`src/rtl/muldiv_iter.sv`:
```
// Iterative RV32M multiply/divide unit: radix-2 shift-add multiply and restoring divide, one bit per cycle.
// Optional MULDIV_EARLY_OUT_EN: zero operands / zero divisor bypass the iteration loop.
module muldiv_iter #(
  parameter int XLEN  = 32,
  parameter int CNT_W = 6
) (
  input  logic            clk,
  input  logic            reset_n,
  input  logic            io_req_valid,
  output logic            io_req_ready,
  input  logic [2:0]      io_req_fn,
  input  logic [XLEN-1:0] io_req_in1,
  input  logic [XLEN-1:0] io_req_in2,
  input  logic            io_kill,
  output logic            io_resp_valid,
  input  logic            io_resp_ready,
  output logic [XLEN-1:0] io_resp_data
);

  typedef enum logic [1:0] {IDLE, BUSY, DONE} state_t;

  localparam logic [CNT_W-1:0] LAST = CNT_W'(XLEN);

  state_t            state_reg, state_next;
  logic [2:0]        fn_reg;
  logic [XLEN-1:0]   a_reg, b_reg, lo_reg, acc_reg, resp_data_reg;
  logic [CNT_W-1:0]  cnt_reg;
  logic              neg_q_reg, neg_r_reg;

  logic              accept, is_div, in1_signed, in2_signed, in1_neg, in2_neg;
  logic [XLEN-1:0]   abs1, abs2;
  logic [XLEN-1:0]   mul_addend, acc_next, lo_next, result;
  logic [XLEN:0]     mul_sum, div_shift, div_diff;
  logic [2*XLEN-1:0] prod_full, prod_fix;
  logic [XLEN-1:0]   quot_fix, rem_fix;

  assign accept     = io_req_valid && (state_reg == IDLE) && !io_kill;
  assign is_div     = io_req_fn[2];
  assign in1_signed = (io_req_fn == 3'd1) || (io_req_fn == 3'd2) || (io_req_fn == 3'd4) || (io_req_fn == 3'd6);
  assign in2_signed = (io_req_fn == 3'd1) || (io_req_fn == 3'd4) || (io_req_fn == 3'd6);
  assign in1_neg    = in1_signed && io_req_in1[XLEN-1];
  assign in2_neg    = in2_signed && io_req_in2[XLEN-1];
  assign abs1       = in1_neg ? -io_req_in1 : io_req_in1;
  assign abs2       = in2_neg ? -io_req_in2 : io_req_in2;

`ifdef MULDIV_EARLY_OUT_EN
  logic            early_out;
  logic [XLEN-1:0] early_data;
  assign early_out  = is_div ? (io_req_in2 == '0) : ((io_req_in1 == '0) || (io_req_in2 == '0));
  assign early_data = !is_div ? '0 : (io_req_fn[1] ? io_req_in1 : '1);
`endif

  // Multiply: lo_reg holds the multiplier and shifts out LSB-first while product bits shift in.
  assign mul_addend = lo_reg[0] ? a_reg : {XLEN{1'b0}};
  assign mul_sum    = {1'b0, acc_reg} + {1'b0, mul_addend};
  // Divide: lo_reg holds the dividend, shifts out MSB-first while quotient bits shift in.
  assign div_shift  = {acc_reg, lo_reg[XLEN-1]};
  assign div_diff   = div_shift - {1'b0, b_reg};

  assign acc_next = fn_reg[2] ? (div_diff[XLEN] ? div_shift[XLEN-1:0] : div_diff[XLEN-1:0])
                              : mul_sum[XLEN:1];
  assign lo_next  = fn_reg[2] ? {lo_reg[XLEN-2:0], ~div_diff[XLEN]}
                              : {mul_sum[0], lo_reg[XLEN-1:1]};

  assign prod_full = {acc_reg, lo_reg};
  assign prod_fix  = neg_q_reg ? -prod_full : prod_full;
  assign quot_fix  = neg_q_reg ? -lo_reg : lo_reg;
  assign rem_fix   = neg_r_reg ? -acc_reg : acc_reg;

  always_comb begin
    result = '0;
    case (fn_reg)
      3'd0:             result = prod_fix[XLEN-1:0];
      3'd1, 3'd2, 3'd3: result = prod_fix[2*XLEN-1:XLEN];
      3'd4, 3'd5:       result = quot_fix;
      default:          result = rem_fix;
    endcase
  end

  always_ff @(posedge clk or negedge reset_n) begin
    if (!reset_n) state_reg <= IDLE;
    else          state_reg <= state_next;
  end

  always_comb begin
    state_next = state_reg;
    case (state_reg)
      IDLE: begin
        if (accept) begin
          state_next = BUSY;
`ifdef MULDIV_EARLY_OUT_EN
          if (early_out) state_next = DONE;
`endif
        end
      end
      BUSY: begin
        if (io_kill)              state_next = IDLE;
        else if (cnt_reg == LAST) state_next = DONE;
      end
      DONE: begin
        if (io_kill || io_resp_ready) state_next = IDLE;
      end
      default: state_next = IDLE;
    endcase
  end

  always_ff @(posedge clk or negedge reset_n) begin
    if (!reset_n) begin
      fn_reg        <= '0;
      a_reg         <= '0;
      b_reg         <= '0;
      lo_reg        <= '0;
      acc_reg       <= '0;
      cnt_reg       <= '0;
      neg_q_reg     <= 1'b0;
      neg_r_reg     <= 1'b0;
      resp_data_reg <= '0;
    end else begin
      case (state_reg)
        IDLE: begin
          if (accept) begin
            fn_reg    <= io_req_fn;
            a_reg     <= abs1;
            b_reg     <= abs2;
            lo_reg    <= is_div ? abs1 : abs2;
            acc_reg   <= '0;
            cnt_reg   <= '0;
            // A zero divisor must still yield an all-ones quotient, so never negate it.
            neg_q_reg <= (in1_neg ^ in2_neg) && (!is_div || (io_req_in2 != '0));
            neg_r_reg <= in1_neg;
`ifdef MULDIV_EARLY_OUT_EN
            if (early_out) resp_data_reg <= early_data;
`endif
          end
        end
        BUSY: begin
          if (!io_kill) begin
            if (cnt_reg == LAST) begin
              resp_data_reg <= result;
            end else begin
              acc_reg <= acc_next;
              lo_reg  <= lo_next;
              cnt_reg <= cnt_reg + CNT_W'(1);
            end
          end
        end
        default: ;
      endcase
    end
  end

  assign io_req_ready  = (state_reg == IDLE);
  assign io_resp_valid = (state_reg == DONE);
  assign io_resp_data  = resp_data_reg;

endmodule
```
`config.mk`:
```
export PLATFORM = sky130hd
export DESIGN_NAME = muldiv_iter
export DESIGN_NICKNAME = d
export VERILOG_FILES = /design/src/rtl/muldiv_iter.sv
export SDC_FILE = /design/constraint.sdc
export NUM_CORES = 1
export LEC_CHECK = 0
export CAP_MARGIN = 15
export CORE_AREA = 2 2 204 206
export DETAILED_ROUTE_END_ITERATION = 16
export DIE_AREA = 0 0 206 208
export PLACE_DENSITY_LB_ADDON = 0.25
export SYNTH_ARGS = -nofsm -noshare
export SYNTH_HDL_FRONTEND = slang
export SYNTH_SLANG_ARGS = --single-unit
```
`constraint.sdc`:
```
create_clock -name clk -period 4.2 [get_ports clk]
set_clock_uncertainty 0.15 [all_clocks]
set_input_delay 0.63 -clock clk [delete_from_list [all_inputs] [get_ports clk]]
set_output_delay 0.63 -clock clk [all_outputs]
set_load 0.01 [all_outputs]
```
; After elaboration in Yosys (flattened, before gate mapping)
; Index checks and enable logic that the tools add are counted.
[totals]
reg_bits = 173
[op_classes]
addsub = 8
eq_ne = 17
mux = 28
n_bitwise = 3
n_reduce_logical = 24
[ops]
columns = op, n
row1 = 2-to-1 mux 32 bit, 15
row2 = negator 32 bit, 4
row3 = case mux 32 bit (2 select lines), 2
row4 = case mux 32 bit (3 select lines), 1
row5 = 2-to-1 mux 64 bit, 1
row6 = negator 64 bit, 1
row7 = adder 32 x 32 -> 33 bit, 1
row8 = subtractor 33 x 32 -> 33 bit, 1
row9 = nonzero test 32 bit, 1
row10 = 2-to-1 mux 6 bit, 3
row11 = == test 3 bit (second input constant), 4
row12 = case mux 6 bit (2 select lines), 1
row13 = == test 3 x 2 -> 1 bit (second input constant), 3
row14 = 2-to-1 mux 2 bit, 4
row15 = logical OR 1 bit, 7
row16 = adder 6 x 1 -> 6 bit (second input constant), 1
row17 = == test 3 x 1 -> 1 bit (second input constant), 2
row18 = == test 6 bit (second input constant), 1
row19 = case mux 2 bit (3 select lines), 1
row20 = AND reduction 3 bit, 2
row21 = logical AND 1 bit, 5
row22 = != test 2 x 1 -> 1 bit (second input constant), 2
row23 = != test 2 bit (second input constant), 2
row24 = AND reduction 4 bit, 1
row25 = other kinds (12), 14

; Logic depth before layout (Yosys ltp)
; Gate-level depths: netlist of run 1.
[logic_depth]
word_depth = 9
mapped_depth = 14
depth_no_buf = 12

; Worst setup path after synthesis of run 1
; No wires, ideal clock.
[synth_timing]
path_kind = register to register
from = register lo_reg[0]
to = register acc_reg[19]
arrival_time_ps = 3078
required_time_ps = 3911
path_slack_ps = 833
path_stages_with_launch = 15
path_buffers = 2
period_less_slack_ps = 3367
cell_sequence = dfrtp_1 clkbuf_1 clkbuf_1 and2_1 ha_1 inv_1 fa_1 nand2b_1 a21oi_1 o2111a_1 o311ai_0 o21ai_0 a211o_1 xnor2_1 o221ai_1
[synth_via]
elab_chain_len = 6
[synth_lines]
columns = item, line
row1 = "start, declared", 26  ; logic [XLEN-1:0] a_reg, b_reg, lo_reg, acc_reg, resp_data_reg;
row2 = "start signal, assigned", 125  ; lo_reg <= is_div ? abs1 : abs2;
row3 = "start signal, assigned", 142  ; lo_reg <= lo_next;
row4 = 2-to-1 mux 32 bit, 54  ; assign mul_addend = lo_reg[0] ? a_reg : {XLEN{1'b0}};
row5 = adder 32 x 32 -> 33 bit, 55  ; assign mul_sum = {1'b0, acc_reg} + {1'b0, mul_addend};
row6 = 2-to-1 mux 32 bit, 60  ; assign acc_next = fn_reg[2] ? (div_diff[XLEN] ? div_shift[XLEN-1:0] : div_diff[XLEN-1:0])
row7 = 2-to-1 mux 32 bit, 138  ; if (cnt_reg == LAST) begin
row8 = 2-to-1 mux 32 bit, 137  ; if (!io_kill) begin
row9 = case mux 32 bit (2 select lines), 119  ; case (state_reg)
row10 = "end signal, assigned", 141  ; acc_reg <= acc_next;
row11 = "end, declared", 26
; No other way between the ends. The select of a mux whose other input is x is not followed.
; A chain may end at the register's enable or synchronous reset.

; Final worst setup path of run 1
[layout_timing]
from = register acc_reg[0]
to = register acc_reg[19]
[layout_via]
elab_chain_len = 6
elab_cells_between_ends = 7
[layout_lines]
columns = item, line
row1 = subtractor 33 x 32 -> 33 bit, 58  ; assign div_diff = div_shift - {1'b0, b_reg};
row2 = 2-to-1 mux 32 bit, 60
row3 = 2-to-1 mux 32 bit (*), 60
row4 = 2-to-1 mux 32 bit (*), 138
row5 = 2-to-1 mux 32 bit (*), 137
row6 = case mux 32 bit (2 select lines) (*), 119
; Every way passes the cells marked *; elsewhere a longest branch is shown, timed or not. The select of a mux whose other input is x is not followed.

==> results of run 1 <==
power by group:
group / internal (mW) / leakage [nW] / switching [mW] / total [mW]
registers: 2.04 / 2.16 / 0.551 / 2.59
logic: 2.75 / 5.40 / 4.50 / 7.25
clock network: 0.952 / 0.302 / 0.784 / 1.74
total: 5.75 / 7.86 / 5.84 / 11.6
logic make-up (layout without fill, tap and decap cells):
kind of cell               count (synthesis)  in the layout
xor gates and xnor gates                 193            193
DFF                                      173            173
muxes                                     73             73
AOI/OAI and AO/OA                        646            646
buffers and inverters                    215            302
and+or+nand+nor                          707            707
adders and majority gates                 72             72
stage by stage:
stage                     setup slack (ns)  hold slack, ns  instances
after floorplan                     0.8335          0.1844       2079
after global placement              0.3923          0.3061       2666
after detailed placement            0.3692          0.3095       2666
after CTS                           0.3990         0.07297       2698
after global routing               0.09192          0.1158       2698
final                               0.2524         0.05548       2698
cells in the final DEF, fill, tap and decap left out, drive strengths merged, types with 43 or more instances in the layout:
master | synthesis | layout
nand2 | 249 | 249
buf | 19 | 99
nand3 | 54 | 54
o21ai | 216 | 216
dfrtp | 173 | 173
clkdlybuf4s50 | 0 | 103
a21oi | 148 | 148
inv | 68 | 73
nor3 | 57 | 57
and2 | 43 | 43
nor2 | 123 | 123
ha | 70 | 70
xor2 | 90 | 90
xnor2 | 103 | 103
mux2i | 67 | 67
routing by layer:
metal  wire (um)  up-vias  GRT usage (%)
met2       27310      792          43.71
met5          13        -              0
met3        4845      133          4.323
met4        3013        2          13.65
li1            -     7700              -
met1       27150     7911          40.46
worst paths after layout:
check                                               endpoint  depth (start not counted)
min in group clk                io_resp_data[25]$_DFFE_PN0P_                          2
max in group asynchronous               a_reg[2]$_DFFE_PN0P_                          2
worst max register to register       acc_reg[19]$_DFFE_PN0P_                         11
worst min-delay path            io_resp_data[22]$_DFFE_PN0P_                          1
worst max-delay path                 acc_reg[19]$_DFFE_PN0P_                         11
worst min register to register  io_resp_data[25]$_DFFE_PN0P_                          2
cell type report:
type	count	area share [%]
timing repair buffer	202	9.891
sequential	173	23.15
clock buffer	18	2.294
tap	532	3.558
inverter	68	1.364
multi-input combinational	1691	58.76
clock inverter	14	0.9831
==> run summary, run 1 <==
The flow ran to the end, and the final reports show no timing, DRC or antenna violations. In this run the worst setup path begins at acc_reg[0]$_DFFE_PN0P_. The relative slew slack came out at 21.79%. The areal power density over the cells came out at 619.1 mW/mm^2. Setup repair after global routing left no endpoint under its margin. The sequential share of the synthesized area came out at 26.83%. The initial antenna violation count is 1. STA classifies the critical path endpoint as a register. The delay of the slowest cell on the worst path is 0.95 ns. The cell area reported after detailed placement came out at 0.01810 mm^2. In this run the critical register-to-register path is launched from acc_reg[0]$_DFFE_PN0P_.

The number of clock buffers inserted by TritonCTS came out at 17. The count of filler cells inserted in the layout came out at 4124. The setup fix buffers added after clock tree synthesis came out at 0. The xor-xnor portion of the synthesized cell area came out at 10.52%. The proportion of layout cells with a drive suffix above 1 is 7.941%. The repair_antennas step left the layout with diodes totalling 0. The type of the worst setup path is register to register. In the final layout, flip-flops and latches occupy 0.004330 mm^2.

The die boundary width came out at 206 um. The post-synthesis simple-gate area fraction is 21.78%. By count the netlist is led by sky130_fd_sc_hd__nand2_1 (248), sky130_fd_sc_hd__o21ai_0 (204), sky130_fd_sc_hd__dfrtp_1 (173). Of all cell types, the one taking the most synthesized area is sky130_fd_sc_hd__dfrtp_1. On the critical path the largest part of the delay comes from compound AO/OA/AOI/OAI gates. The worst ir drop on vdd is 0.4079 mV.

The maximum clock insertion buffer count came out at 2. The total number of vias came out at 16.54k. The total global-route track usage came out at 28.96%. Counting both buffers and inverters, the worst setup path holds a total of 1. The synthesized design contains 173 register bits. The first global-routing pass estimated 94030 um of wire. The synthesized netlist cell count came out at 2079.

The mux cell area share after synthesis came out at 4.575%. The routed wire length came out at 62330 um. Clock-pin slew was measured on the worst setup and hold paths at 0.07 ns. The post-synthesis cell type count came out at 84. Using the TritonRoute via totals, the vias-per-cell ratio works out to 6.130. The count of endpoints failing hold in the final timing report came out at 0. The area share of the leading cell type in the synthesized netlist is 26.83%.

STA classifies the critical path startpoint as a register. Detailed placement finished with a half-perimeter wire length of 48690 um. The tree is rooted in a sky130_fd_sc_hd__clkbuf_16.

In this run the worst path has a maximum fanout of 10. Summed over all cells, the static leakage comes to 7.861 nW. The layout-stage area growth over the synthesis result came out at 15.96%.

The maximum number of pins on one net before global-route repair is 83. The mean post-synth cell area came out at 7.761 um^2. Once detail routing completed, the nets flagged for antenna violations numbered 0. The TritonCTS clock tree is done. The number of sinks driven by the clock tree came out at 173.

The pre-antenna-repair detailed-routing pass consisted of 6 iterations. The register-to-register setup slack is 0.25 ns. The number of ports placed on the die boundary is 106.

The total power draw is 11.58 mW. The primary flip-flop cell chosen by synthesis mapping is sky130_fd_sc_hd__dfrtp_1. The shortest clock period the worst path allows after layout is 3.948 ns. By instance count, the leading cell after synthesis is sky130_fd_sc_hd__nand2_1. The setup total negative slack is 0 ns. The die span in y is 208 um.

The number of nets produced by synthesis came out at 2223. By area, the combinational part of the netlist is dominated by compound AO/OA/AOI/OAI gates. The core utilization of the finished layout is 46.13%.

By area the synthesized netlist is led by sky130_fd_sc_hd__dfrtp_1 (27%), sky130_fd_sc_hd__o21ai_0 (6.3%), sky130_fd_sc_hd__nand2_1 (5.8%). After global routing the overflow that remains totals 0. The number of pins with negative max-slew slack in the final report came to 0.

The classification of the worst-slack hold path is input pin to asynchronous set/reset pin. The number of levels in the clock H-tree came out at 4. The area inside the core boundary came out at 0.04055 mm^2. The final-stage net count came out at 2297. The critical path arrival came out at 4.11 ns. The area of the die is 0.04285 mm^2. The number of enable-type register cells in the synthesized netlist came out at 0. The combined area of the multi-input logic cells came out at 0.01099 mm^2. Clock latency on the worst-skew pair, taken at its later pin, is 0.47 ns. The pin slew with the least headroom to its limit came out at 1.158 ns. The signal on the critical path passes through ha_1 -> inv_1 -> fa_1 -> nand2b_1 -> a21oi_1 -> o2111a_1 -> o311ai_0 -> o21ai_0 -> a211o_1 -> xnor2_1 -> o221ai_1. After layout, the worst path uses 93.99% of the clock period. Row generation in the floorplan step produced 74 rows.

After synthesis, the share of flip-flops with an asynchronous set or reset is 100.0%. The cell area after synthesis is 0.01613 mm^2. The post-synthesis share of cell area spent on full adders, half adders and majority gates is 5.677%.

The post-cts sizing count came out at 0. The synthesized netlist devotes 25.43% of its cell area to compound gates. The initial core utilization is 39.78%.

The max-capacitance violation count is 0. The number of input and output port buffers inserted came out at 105. The upper clock frequency limit is 0.2533 GHz. With fillers left out, the area of the finished cells amounts to 0.01871 mm^2.

For this run, the number of Yosys warnings is 0. The final number of setup-violating endpoints is 0. The routed length per instance came out at 23.10 um. The cts-stage hold buffer count is 0. The final RePlAce weighted congestion came out at 0.9835.

The number of global-route vias before repair came out at 15.47k. The initial DRC count is 2155. The largest individual stage delay along the critical path comes from the cell sky130_fd_sc_hd__o311ai_0.

The DRC violation count after routing came out at 0. The critical path required time came out at 4.37 ns.
(Power assumes the default switching activity.)
==> run 2, diff against run 1 <==
- CTS_CLUSTER_DIAMETER: default -> 30
- SKIP_CTS_REPAIR_TIMING: default -> 1
==> results of run 2 <==
Final layout, timing and power as in run 1 (identical DEF).
==> RTL change (flow settings as in run 1) <==
The option `MULDIV_EARLY_OUT_EN` is turned on by a define.
--- a/src/rtl/muldiv_iter.sv
+++ b/src/rtl/muldiv_iter.sv
@@ -1,4 +1,6 @@
 // Iterative RV32M multiply/divide unit: radix-2 shift-add multiply and restoring divide, one bit per cycle.
 // Optional MULDIV_EARLY_OUT_EN: zero operands / zero divisor bypass the iteration loop.
+`define MULDIV_EARLY_OUT_EN
+
 module muldiv_iter #(
   parameter int XLEN  = 32,
Check against the original RTL: not equivalent (Yosys sat finds a counterexample within 4 cycles, from zero or initial values and one cycle with reset_n low).
==> RTL change against run 1 <==
  * Synthesized area fell by 2.0%
  * Sequential cell count is the same
  * Largest power group unchanged
  * Utilization shrank 0.92 points
  * Wire length is 3.3% lower
  * Total power fell by 5.0%
  * Cell area fell by 2.0%
  * Non-clock buffer count is 9 lower
  * Setup slack got worse by 0.057 ns
  * Sequential share of layout area grew 0.48 points
  * Count of clock-buffer cells in the layout grew 5
==> RTL change: results (changes against run 1) <==
P_leak=7.69 nW (-2.2%); drt total wl=60.3 mm (-3.3%); Place WS=0.199 ns (-0.170 ns); initial antenna violation count=0 (-1); DP Wirelength=45.8 mm (-5.9%); per-cell routed wire length=22.5 um (-2.5%); Critical Path Slowest Stage Cell=a21oi_1; fraction of registers with async set/reset=100% (unchanged); max_slew headroom=26.6% (+4.8 points); Final GP Congestion=0.961 (-2.3%); maximum VDD drop=0.378 mV (-7.3%); Placed Cells=2,644 (-0.83%); run status=completed; Pre-Repair DR Iteration Count=5 (-1); total length of routed met3 wires=4.30 mm (-11%); grt met2 use=43.8% (+0.058 points); GR Layer Usage met3=5.78% (+1.5 points); maximum net fanout on the critical path=26 (+16); pin count of the biggest net entering global routing=143 (+72%); Netlist cell types=74 (-12%); CP peak stage delay=0.40 ns (-0.55 ns); Initial DRC Count=1,589 (-26%); Synth top cells by count=nand2_1 (236), o21ai_0 (229), dfrtp_1 (173), nor2_1 (170), a21oi_1 (157); Via density=6.01 (-1.9%); Avg Inst Size Synth=7.66 sq um (-1.2%); critical path arrival=4.23 ns (+0.12 ns); M1 GR Usage=38.5% (-2.0 points); Layout fillers=4,091 (-0.80%); met2 WL=27.2 mm (-0.48%); Final nets=2,275 (-0.96%); Seq/Total Area, Yosys=27.4% (+0.56 points); met1 wire length=26.6 mm (-2.0%); Tot GR Track Use=28.2% (-0.79 points); vias in the first global route=15.5k (+0.11%); share of post-route cells with drive strength above 1=7.32% (-0.62 points); first-pass GRT wire length=92.5 mm (-1.6%); Net Count, Synth=2,206 (-0.76%); Max Used Layer=met4
## RTL change: cells by family (layout without fill, tap and decap cells)
family	after synthesis	after routing	synth area share, %
compound gates	662	662	25.7
flops	173	173	27.4
simple gates	660	660	19.7
xor+xnor	200	200	11.1
mux	76	76	4.94
fa+ha+maj	72	72	5.80
buf+inv	219	301	5.39
## RTL change: worst paths after layout
| path | start | endpoint | slack, ns | cells past startpoint |
|---|---|---|---|---|
| setup / recovery | lo_reg[31]$_DFFE_PN0P_ | acc_reg[1]$_DFFE_PN0P_ | 0.20 | 13 |
| hold / removal | reset_n | cnt_reg[3]$_DFFE_PN0P_ | 0.04 | 1 |
| setup reg to reg | lo_reg[31]$_DFFE_PN0P_ | acc_reg[1]$_DFFE_PN0P_ | 0.20 | 13 |
| hold reg to reg | b_reg[13]$_DFFE_PN0P_ | b_reg[13]$_DFFE_PN0P_ | 0.33 | 2 |
| max in group asynchronous | reset_n | b_reg[13]$_DFFE_PN0P_ | 2.94 | 2 |
| min in group clk | b_reg[13]$_DFFE_PN0P_ | b_reg[13]$_DFFE_PN0P_ | 0.33 | 2 |
## RTL change: power by group through the flow
stage                     Clock, mW  Combinational, mW  Sequential [mW]
final                          1.76               6.60             2.65
after global routing           1.85               7.22             2.70
after CTS                      1.77               6.50             2.63
after detailed placement          0               6.45             2.67
after global placement            0               6.41             2.65
after floorplan                   0               4.75             2.37
## RTL change: cell type report
class	count	area [sq um]	share of cell area [%]
clock buffer	23	458	2.50
multi-input combinational	1670	10700	58.1
inverter	76	285	1.56
tap	532	666	3.63
sequential	173	4330	23.6
timing repair buffer	193	1780	9.68
clock inverter	9	159	0.867
## RTL change: repair_timing
action                                  4_1_cts  5_1_grt
resized for setup                             0        1
endpoints found under the setup margin        0        1
hold buffers                                  0        0
